===== src/rtl/fpu_mem_arbiter.sv =====
// fpu_mem_arbiter
//   Shares the single data-memory port between the integer load/store unit
//   (port 0, lsu_*) and the FPU FLW/FSW interface (port 1, fpu_*). One
//   transaction at a time is granted (round robin on ties), driven to memory
//   and held until mem_ready, or aborted with an error after TIMEOUT access
//   cycles. The response is a one-cycle ready pulse, with rdata and err, on
//   the owning port only.
//
// Ports
//   clk, rst                       clock, asynchronous active-high reset
//   lsu_re/we/addr/wdata           port 0 request (level, held until ready)
//   lsu_ready/rdata/err            port 0 response (one-cycle pulse)
//   fpu_re/we/addr/wdata           port 1 request
//   fpu_ready/rdata/err            port 1 response
//   mem_addr/wdata/re/we           registered memory request
//   mem_rdata, mem_ready           memory response
//   busy                           high while in ACCESS or RESP
//   grant_id                       port owning the current/last transaction
module fpu_mem_arbiter #(
  parameter int TIMEOUT = 16,
  parameter int ADDR_W  = 32
) (
  input  logic              clk,
  input  logic              rst,
  input  logic              lsu_re,
  input  logic              lsu_we,
  input  logic [ADDR_W-1:0] lsu_addr,
  input  logic [31:0]       lsu_wdata,
  output logic              lsu_ready,
  output logic [31:0]       lsu_rdata,
  output logic              lsu_err,
  input  logic              fpu_re,
  input  logic              fpu_we,
  input  logic [ADDR_W-1:0] fpu_addr,
  input  logic [31:0]       fpu_wdata,
  output logic              fpu_ready,
  output logic [31:0]       fpu_rdata,
  output logic              fpu_err,
  output logic [ADDR_W-1:0] mem_addr,
  output logic [31:0]       mem_wdata,
  output logic              mem_re,
  output logic              mem_we,
  input  logic [31:0]       mem_rdata,
  input  logic              mem_ready,
  output logic              busy,
  output logic              grant_id
);

  // Counter only has to reach TIMEOUT-1.
  localparam int CNT_W = (TIMEOUT > 1) ? $clog2(TIMEOUT) : 1;
  localparam logic [CNT_W-1:0] CNT_LAST = (TIMEOUT > 0) ? CNT_W'(TIMEOUT - 1) : '0;

  typedef enum logic [1:0] {
    IDLE   = 2'd0,
    ACCESS = 2'd1,
    RESP   = 2'd2
  } state_t;

  state_t                   state_reg;
  logic                     last_grant_reg;
  logic                     grant_reg;
  logic                     illegal_reg;
  logic [CNT_W-1:0]         cnt_reg;
  logic [ADDR_W-1:0]        mem_addr_reg;
  logic [31:0]              mem_wdata_reg;
  logic                     mem_re_reg;
  logic                     mem_we_reg;
  logic [1:0]               ready_reg;
  logic [1:0]               err_reg;
  logic [1:0][31:0]         rdata_reg;

  // Requests gathered into per-port vectors, index = port number.
  logic [1:0]               re_vec;
  logic [1:0]               we_vec;
  logic [1:0]               req_vec;
  logic [1:0][ADDR_W-1:0]   addr_vec;
  logic [1:0][31:0]         wdata_vec;

  assign re_vec    = {fpu_re, lsu_re};
  assign we_vec    = {fpu_we, lsu_we};
  assign addr_vec  = {fpu_addr, lsu_addr};
  assign wdata_vec = {fpu_wdata, lsu_wdata};

  genvar gi;
  generate
    for (gi = 0; gi < 2; gi++) begin : g_req
      assign req_vec[gi] = re_vec[gi] | we_vec[gi];
    end
  endgenerate

  // Arbitration: single requester wins; on a tie the port that did not
  // own the previous transaction wins.
  logic pick_valid;
  logic pick_port;

  always_comb begin
    pick_valid = |req_vec;
    pick_port  = 1'b0;
    if (&req_vec) begin
      pick_port = ~last_grant_reg;
    end else if (req_vec[1]) begin
      pick_port = 1'b1;
    end
  end

  // Access termination. An illegal (re & we) request spends one cycle in
  // ACCESS with the memory strobes low and then ends with an error, so its
  // response lands at the same latency as a zero-wait access.
  logic finish_ok;
  logic finish_err;

  always_comb begin
    finish_ok  = mem_ready & ~illegal_reg;
    finish_err = illegal_reg;
    if (TIMEOUT != 0 && cnt_reg == CNT_LAST && !mem_ready) begin
      finish_err = 1'b1;
    end
  end

  always_ff @(posedge clk or posedge rst) begin
    if (rst) begin
      state_reg      <= IDLE;
      last_grant_reg <= 1'b1;
      grant_reg      <= 1'b0;
      illegal_reg    <= 1'b0;
      cnt_reg        <= '0;
      mem_addr_reg   <= '0;
      mem_wdata_reg  <= '0;
      mem_re_reg     <= 1'b0;
      mem_we_reg     <= 1'b0;
      ready_reg      <= '0;
      err_reg        <= '0;
      rdata_reg      <= '0;
    end else begin
      case (state_reg)
        IDLE: begin
          if (pick_valid) begin
            grant_reg      <= pick_port;
            last_grant_reg <= pick_port;
            mem_addr_reg   <= addr_vec[pick_port];
            mem_wdata_reg  <= wdata_vec[pick_port];
            cnt_reg        <= '0;
            state_reg      <= ACCESS;
            if (re_vec[pick_port] && we_vec[pick_port]) begin
              illegal_reg <= 1'b1;
              mem_re_reg  <= 1'b0;
              mem_we_reg  <= 1'b0;
            end else begin
              illegal_reg <= 1'b0;
              mem_re_reg  <= re_vec[pick_port];
              mem_we_reg  <= we_vec[pick_port];
            end
          end
        end

        ACCESS: begin
          if (finish_ok || finish_err) begin
            mem_re_reg           <= 1'b0;
            mem_we_reg           <= 1'b0;
            illegal_reg          <= 1'b0;
            ready_reg[grant_reg] <= 1'b1;
            err_reg[grant_reg]   <= finish_err;
            // Write completions and errors return zero data.
            rdata_reg[grant_reg] <= (finish_ok && mem_re_reg) ? mem_rdata : 32'd0;
            state_reg            <= RESP;
          end else begin
            cnt_reg <= cnt_reg + 1'b1;
          end
        end

        RESP: begin
          ready_reg <= '0;
          err_reg   <= '0;
          rdata_reg <= '0;
          state_reg <= IDLE;
        end

        default: begin
          state_reg <= IDLE;
        end
      endcase
    end
  end

  assign mem_addr  = mem_addr_reg;
  assign mem_wdata = mem_wdata_reg;
  assign mem_re    = mem_re_reg;
  assign mem_we    = mem_we_reg;
  assign busy      = (state_reg != IDLE);
  assign grant_id  = grant_reg;

  assign lsu_ready = ready_reg[0];
  assign lsu_err   = err_reg[0];
  assign lsu_rdata = rdata_reg[0];
  assign fpu_ready = ready_reg[1];
  assign fpu_err   = err_reg[1];
  assign fpu_rdata = rdata_reg[1];

endmodule


===== config.mk =====
export PLATFORM = sky130hd
export DESIGN_NAME = fpu_mem_arbiter
export DESIGN_NICKNAME = d
export VERILOG_FILES = /design/src/rtl/fpu_mem_arbiter.sv
export SDC_FILE = /design/constraint.sdc
export NUM_CORES = 1
export LEC_CHECK = 0
export BUFFER_PORTS_ARGS = -buffer_cell sky130_fd_sc_hd__buf_4
export CORE_AREA = 2 2 117 119
export CTS_BUF_LIST = sky130_fd_sc_hd__clkbuf_8
export DETAILED_ROUTE_END_ITERATION = 10
export DIE_AREA = 0 0 119 121
export GPL_TIMING_DRIVEN = 0
export PLACE_DENSITY = 0.8
export SETUP_SLACK_MARGIN = 0.15
export SKIP_LAST_GASP = 1
export SLEW_MARGIN = 20
export SYNTH_ARGS = -nofsm -noshare
export SYNTH_HDL_FRONTEND = slang
export SYNTH_SLANG_ARGS = --single-unit

===== constraint.sdc =====
create_clock -name clk -period 8.38 [get_ports clk]
set_input_delay 1.257 -clock clk [delete_from_list [all_inputs] [get_ports clk]]
set_output_delay 1.257 -clock clk [all_outputs]
set_load 0.005 [all_outputs]

==> metrics, run 1 <==
Peak VDD IR=between 100 and 150 µV; setup TNS=0 ns; worst r2r src=last_grant_reg; reg2reg setup slack=6.36 ns; FILL cells=between 900 and 1000; final wirelength=18500 µm; CTS Buffer Depth=2; Die H=121 µm; port bufs=302; hold_buf cts=0; # Max-Cap Violations=0; cell area power density=327 mW/mm²; setup bufs post-CTS=0; syn avg cell area=~12 µm²; critical-path maximum fanout=10; antenna-violating nets left=0; Setup crit start kind=flop; Worst Hold Margin=between 0.4 and 0.5 ns; Distinct cells, synth=~40; CTS root buf=clkbuf_8; crit path from=state_reg[0]; outcome=finished clean; Setup crit end=busy; final hold viol count=0; Max H-tree Level=4; Ports=303; flops & latches, synth=about 140; Worst-Margin Slew=around 0.63 ns; Die X-Extent=approximately 120 µm; All-Layer GR Usage=between 20% and 30%; CTS tree=built; part of the power in registers=a little under two fifths; routed len/inst=~18 µm; Core Area=around 0.013 mm²; Max-Slew Margin vs Limit=roughly 57%; CP Class=reg2out; GPL Wtd Cong=0.885; Iteration-0 DRC Markers=~350; initial antenna violation count=0; Comb pwr share=roughly 44%; clock skew=around 0.014 ns; R2R depth=6; part of the cycle the worst path needs=approximately 32%; most frequent cells in the layout=313 x buf_4, 142 x dfrtp_1, 75 x nand2_1, 72 x o21ai_0, 64 x mux2i_1; setup slack after layout=between 5 and 6 ns; Final min period=between 2 and 3 ns; Clk pwr share=18.4%; Finished Cell Area=~0.009 mm²; Mapped Cells=between 500 and 600; Clock Latency Late Sink=approximately 0.44 ns; worst path arrival time=around 1.5 ns; first-pass GRT wire length=around 29000 µm; register area share after synthesis=between 50% and 60%; CTS Sinks=roughly 140; Place WS=approximately 5.5 ns; Fmax achieved=~370 MHz; GR Overflow Total=0; max-slew violation count=0; row count=42; Num CTS Buffers=17; Synth Warn #=0; leading cell type in the layout, fill and taps excluded=buf_4; leak pwr=approximately 4.7 nW; sw power=roughly 0.0011 W; worst hold path class=reg2reg; Area Growth Syn to Fin=47.6%; vias=5392; DR vias/cell=roughly 5.2; Post-Syn Area=roughly 0.0061 mm²; Initial DRT Pass Iterations=6; pin count of the biggest net entering global routing=114; Post-CTS Resized=0; setup violators final=0; ant diodes=0; hpwl dp=14200 µm; placed standard-cell area=approximately 0.0086 mm²; RR Endpoint=mem_wdata[13]; Post-Syn Nets=around 690; Starting Density=46.8%; Critical Path End Type=output port; RSZ-0062 raised after global routing=false; die area=between 0.01 and 0.015 mm²; Sw Ratio=36.2%; Worst-path clk slew=roughly 0.08 ns; Nets=between 1000 and 1500; drc violations=0; layout cells sized above 1=between 40% and 50%; Worst EP required=approximately 7.1 ns; number of global-route vias before repair=around 5500; Int Power=0.00188 W
synth_stat cells:
master / number / share of area, %
nor3_1: 2 / 0.16
o211a_1: 2 / 0.33
nand3_1: 10 / 0.82
or3_1: 1 / 0.10
buf_2: 11 / 0.90
ha_1: 1 / 0.20
nor2_2: 2 / 0.20
nand2b_1: 3 / 0.31
a311oi_4: 1 / 0.43
o21ai_1: 1 / 0.082
inv_1: 9 / 0.55
clkbuf_8: 1 / 0.22
dfrtp_1: 142 / 58
o211ai_1: 2 / 0.25
nand2b_4: 1 / 0.22
nor2_4: 1 / 0.18
a21boi_0: 2 / 0.25
nor2b_1: 2 / 0.20
nor2_1: 6 / 0.37
clkbuf_1: 7 / 0.43
dfstp_2: 1 / 0.43
nor4_1: 2 / 0.20
a22o_2: 25 / 4.1
o32ai_1: 1 / 0.14
nor3b_1: 3 / 0.37
a21oi_1: 2 / 0.16
a21oi_4: 1 / 0.27
buf_4: 11 / 1.3
o2111ai_1: 1 / 0.14
nor3_2: 1 / 0.16
o22ai_1: 4 / 0.41
a22o_1: 37 / 5.3
o21bai_1: 1 / 0.12
buf_6: 6 / 1.1
a31o_2: 1 / 0.14
o21ai_0: 72 / 5.9
or3_2: 1 / 0.12
o41ai_1: 1 / 0.14
mux2i_1: 64 / 10
clkbuf_2: 1 / 0.082
nand2_1: 75 / 4.6
layout make-up:
| class | count | area [µm²] | share of cell area [%] |
|---|---|---|---|
| tap | 176 | 220 | 2.44 |
| buffer | 37 | 250 | 2.77 |
| timing repair buffer | 303 | 2290 | 25.4 |
| inverter | 9 | 41.3 | 0.457 |
| multi-input combinational | 329 | 2250 | 25.0 |
| clock buffer | 20 | 275 | 3.05 |
| clock inverter | 11 | 116 | 1.29 |
| sequential | 143 | 3580 | 39.6 |
through the flow:
step / total power [W] / util (%) / cells
after floorplan: 0.00175 / - / 518
after global placement: 0.00237 / 65.8 / 996
after detailed placement: 0.00242 / 66.0 / 997
after CTS: 0.00297 / 69.0 / 1028
after global routing: 0.00314 / 69.0 / 1028
final: 0.00295 / 69.0 / 1028
critical path, cell delays in order (launching register included):
cell and delay (ns):
dfrtp_1 0.36, buf_4 0.17, nor2_2 0.20, inv_1 0.13
buf_4 0.15
power groups by stage:
stage	Clock (W)	Sequential, W	Combinational (W)
after CTS	0.000552	0.00110	0.00132
after global routing	0.000584	0.00113	0.00143
after floorplan	0	0.00111	0.000641
after global placement	0	0.00110	0.00127
after detailed placement	0	0.00111	0.00131
final	0.000542	0.00111	0.00130
kinds of logic after synthesis:
logic type | Yosys count | share of synthesized area (%)
fa+ha+maj | 1 | 0.204
mux | 64 | 10.5
buf+inv | 46 | 4.64
flops | 143 | 58.5
simple gates | 110 | 8.04
compound gates | 154 | 18.1
per-layer routing:
| metal | vias up | wire length [µm] | global-route usage (%) |
|---|---|---|---|
| met5 | - | 0 | 0 |
| met3 | 27 | 1270 | 7.57 |
| met2 | 251 | 9460 | 45.1 |
| met4 | 0 | 389 | 9.23 |
| met1 | 2610 | 7350 | 31.2 |
| li1 | 2504 | - | - |
how the worst min path moves through the flow:
| stage | start | endpoint | slack, ns | cells past startpoint |
|---|---|---|---|---|
| after global routing | lsu_rdata[28] | lsu_rdata[28] | 0.52 | 1 |
| after CTS | mem_wdata[4] | mem_wdata[4] | 0.49 | 2 |
| after floorplan | mem_addr[0] | mem_addr[0] | 0.47 | 2 |
| final | mem_wdata[4] | mem_wdata[4] | 0.48 | 2 |
| after detailed placement | mem_addr[26] | mem_addr[26] | 0.48 | 2 |
| after global placement | mem_wdata[10] | mem_wdata[10] | 0.47 | 2 |
Note: power is estimated with default switching activity, not from simulation.
==> run 2, diff against run 1 <==
--- a/config.mk
+++ b/config.mk
@@ -5,13 +5,14 @@
 export SDC_FILE = /design/constraint.sdc
 export NUM_CORES = 1
 export LEC_CHECK = 0
+export ABC_AREA = 1
 export BUFFER_PORTS_ARGS = -buffer_cell sky130_fd_sc_hd__buf_4
-export CORE_AREA = 2 2 117 119
+export CORE_MARGIN = 1
+export CORE_UTILIZATION = 50
 export CTS_BUF_LIST = sky130_fd_sc_hd__clkbuf_8
 export DETAILED_ROUTE_END_ITERATION = 10
-export DIE_AREA = 0 0 119 121
 export GPL_TIMING_DRIVEN = 0
-export PLACE_DENSITY = 0.8
+export PLACE_DENSITY = 0.82
 export SETUP_SLACK_MARGIN = 0.15
 export SKIP_LAST_GASP = 1
 export SLEW_MARGIN = 20
==> constraint.sdc (replaced) <==
create_clock -name clk -period 2.6 [get_ports clk]
set_input_delay 0.39 -clock clk [delete_from_list [all_inputs] [get_ports clk]]
set_output_delay 0.39 -clock clk [all_outputs]
set_load 0.005 [all_outputs]
==> run 2 against run 1 <==
  * Wire length rose by 20%
  * Sequential power increased to 3.2 times the previous value
  * Final cell count is 44% higher
  * Clock-buffer cell count is 2 lower
  * Setup slack lost 4.8 ns
  * Area after synthesis rose by 15%
  * Via count up 37%
  * Register-to-register slack lost 5.4 ns
  * Hold slack got worse by 0.31 ns
  * Sequential share of layout area fell by 4.2 points
  * Critical endpoint unchanged
  * Largest cell class unchanged
  * Highest routed layer unchanged
==> metrics, run 2 <==
Area Growth Syn to Fin=43.2%; Synth Warn #=0; Critical Path End Type=output port; Worst EP required=approximately 2.2 ns; Starting Density=roughly half; part of the cycle the worst path needs=~65%; antenna-violating nets left=0; CTS tree=built; DR vias/cell=between 4 and 5; worst path arrival time=between 1 and 1.5 ns; top_reg_cell synth=dfrtp_1; setup bufs post-CTS=0; max-slew violation count=0; Final min period=1.69 ns; setup TNS=0 ns; hpwl dp=17100 µm; ant diodes=0; flops & latches, synth=about 140; die area=around 0.015 mm²; Fmax achieved=between 500 and 600 MHz; Mapped Cells=a little under 1000; Post-synth top cells=383 x nand2_1, 142 x dfrtp_1, 132 x nor2_1, 77 x inv_1, 77 x nand3_1; CTS root buf=clkbuf_8; Initial DRT Pass Iterations=6; cell area power density=1050 mW/mm²; setup violators final=0; Setup crit start kind=flop; CTS Buffer Depth=2; FFs w/ async S/R, synth=100%; number of global-route vias before repair=roughly 7200; Multi-input gate area=between 0.002 and 0.003 mm²; syn avg cell area=approximately 7.3 µm²; Place WS=0.930 ns; layout cells sized above 1=31.3%; leak pwr=5.78 nW; most frequent cells in the layout=383 x nand2_1, 313 x buf_4, 142 x dfrtp_1, 132 x nor2_1; CTS Sinks=143; Iteration-0 DRC Markers=slightly above 600; Ports=303; worst hold path class=in2reg; top cells by area, synth=dfrtp_1 50%, nand2_1 20%, nor2_1 7.0%; All-Layer GR Usage=31.5%; CP Class=reg2out; Num CTS Buffers=17; Die X-Extent=roughly 120 µm; setup slack after layout=0.908 ns; crit path buf inv count=2; pin count of the biggest net entering global routing=34; clock skew=0.00891 ns; Post-Syn Area=0.00706 mm²; Max H-tree Level=4; register area share after synthesis=between 50% and 60%; Die H=121 µm; outcome=finished clean; Final Util=between 70% and 80%; GPL Wtd Cong=~0.88; Sequential Area=0.00358 mm²; CP max stage cell=dfrtp_1; worst-path cell chain=nor2_2 -> inv_1 -> buf_4; Post-Syn Nets=1129; first-pass GRT wire length=between 30000 and 40000 µm; final wirelength=roughly 22000 µm; drc violations=0; Clock Latency Late Sink=0.46 ns; Worst Hold Margin=~0.18 ns; vias=between 7000 and 8000; leading cell type in the layout, fill and taps excluded=nand2_1; initial antenna violation count=0; EDFF count, synth=0; Worst-path clk slew=about 0.08 ns; GR Overflow Total=0; CP top delay family=flip-flops; row count=43; placed insts=approximately 1400; Final Non-Filler Cells=around 1500; critical-path maximum fanout=4; RSZ-0062 raised after global routing=false; routed len/inst=between 15 and 20 µm; Nets=1455; # Max-Cap Violations=0; most frequent cell after synthesis=nand2_1; Peak VDD IR=approximately 550 µV; port bufs=302; Worst-Margin Slew=roughly 0.6 ns; Worst path max stage delay=approximately 0.45 ns; Distinct cells, synth=24; Post-CTS Resized=0; reg2reg setup slack=around 0.99 ns; Synth top area share=approximately half; FILL cells=roughly 1100; Core Area=0.0138 mm²; leading area contributor after synthesis=dfrtp_1; final hold viol count=0; Max-Slew Margin vs Limit=60.0%
==> run 2: cells by family (layout without fill, tap and decap cells) <==
kind of cell | after synthesis | after routing | synth area share, %
buffers and inverters | 136 | 474 | 9.00
AND/OR/NAND/NOR | 608 | 608 | 34.8
AO/OA/AOI/OAI | 72 | 72 | 5.16
adder cells (fa/ha/maj) | 1 | 1 | 0.177
flip-flops | 143 | 143 | 50.7
XOR/XNOR | 1 | 1 | 0.124
==> run 2: what timing repair did <==
action / CTS / global route
setup endpoints to repair: 0 / 0
hold buffers: 1 / 0
hold endpoints to repair: 12 / 0
==> run 2: tightest hold or removal path: cells and delay by family <==
kind            cells  cell delay, ns
simple gates        1            0.03
buf+inv             1            0.08
compound gates      1            0.11
==> run 2: final timing paths <==
kind	start	endpoint	depth (start not counted)
max	state_reg[1]	busy	3
min	fpu_wdata[29]	mem_wdata[29]	3
max reg2reg	state_reg[1]	mem_addr[8]	6
min reg2reg	last_grant_reg	last_grant_reg	2
max in group asynchronous	rst	mem_addr[13]	6
min in group asynchronous	rst	cnt_reg[2]	3
==> run 2: power by group <==
part | switching (W) | total (W) | internal (W)
Sequential | 0.000509 | 0.00356 | 0.00305
Combinational | 0.00280 | 0.00498 | 0.00217
Clock | 0.000858 | 0.00210 | 0.00125
==> run 2: layout make-up <==
cell class	count	area share [%]
clock buffers	18	2.45
plain buffers	56	3.32
inverters	80	3.01
clock inverters	13	2.17
repair buffers	307	23.3
well taps	180	2.23
flip-flops and latches	143	35.4
multi-input cells	682	28.1
==> run 2: through the flow <==
stage | total power [W] | area (µm²)
final | 0.0106 | 10100
after global routing | 0.0114 | 10100
after CTS | 0.0107 | 10100
after detailed placement | 0.00857 | 9640
after global placement | 0.00845 | 9560
after floorplan | 0.00621 | 7060
==> run 2: per-layer routing <==
layer | share of wire [%] | routed length, µm | track usage, %
met1 | 38 | 8370 | 36.0
met5 | 0 | 0 | 0
met2 | 50 | 11100 | 53.6
met3 | 9.2 | 2040 | 10.2
met4 | 3.4 | 750 | 14.0
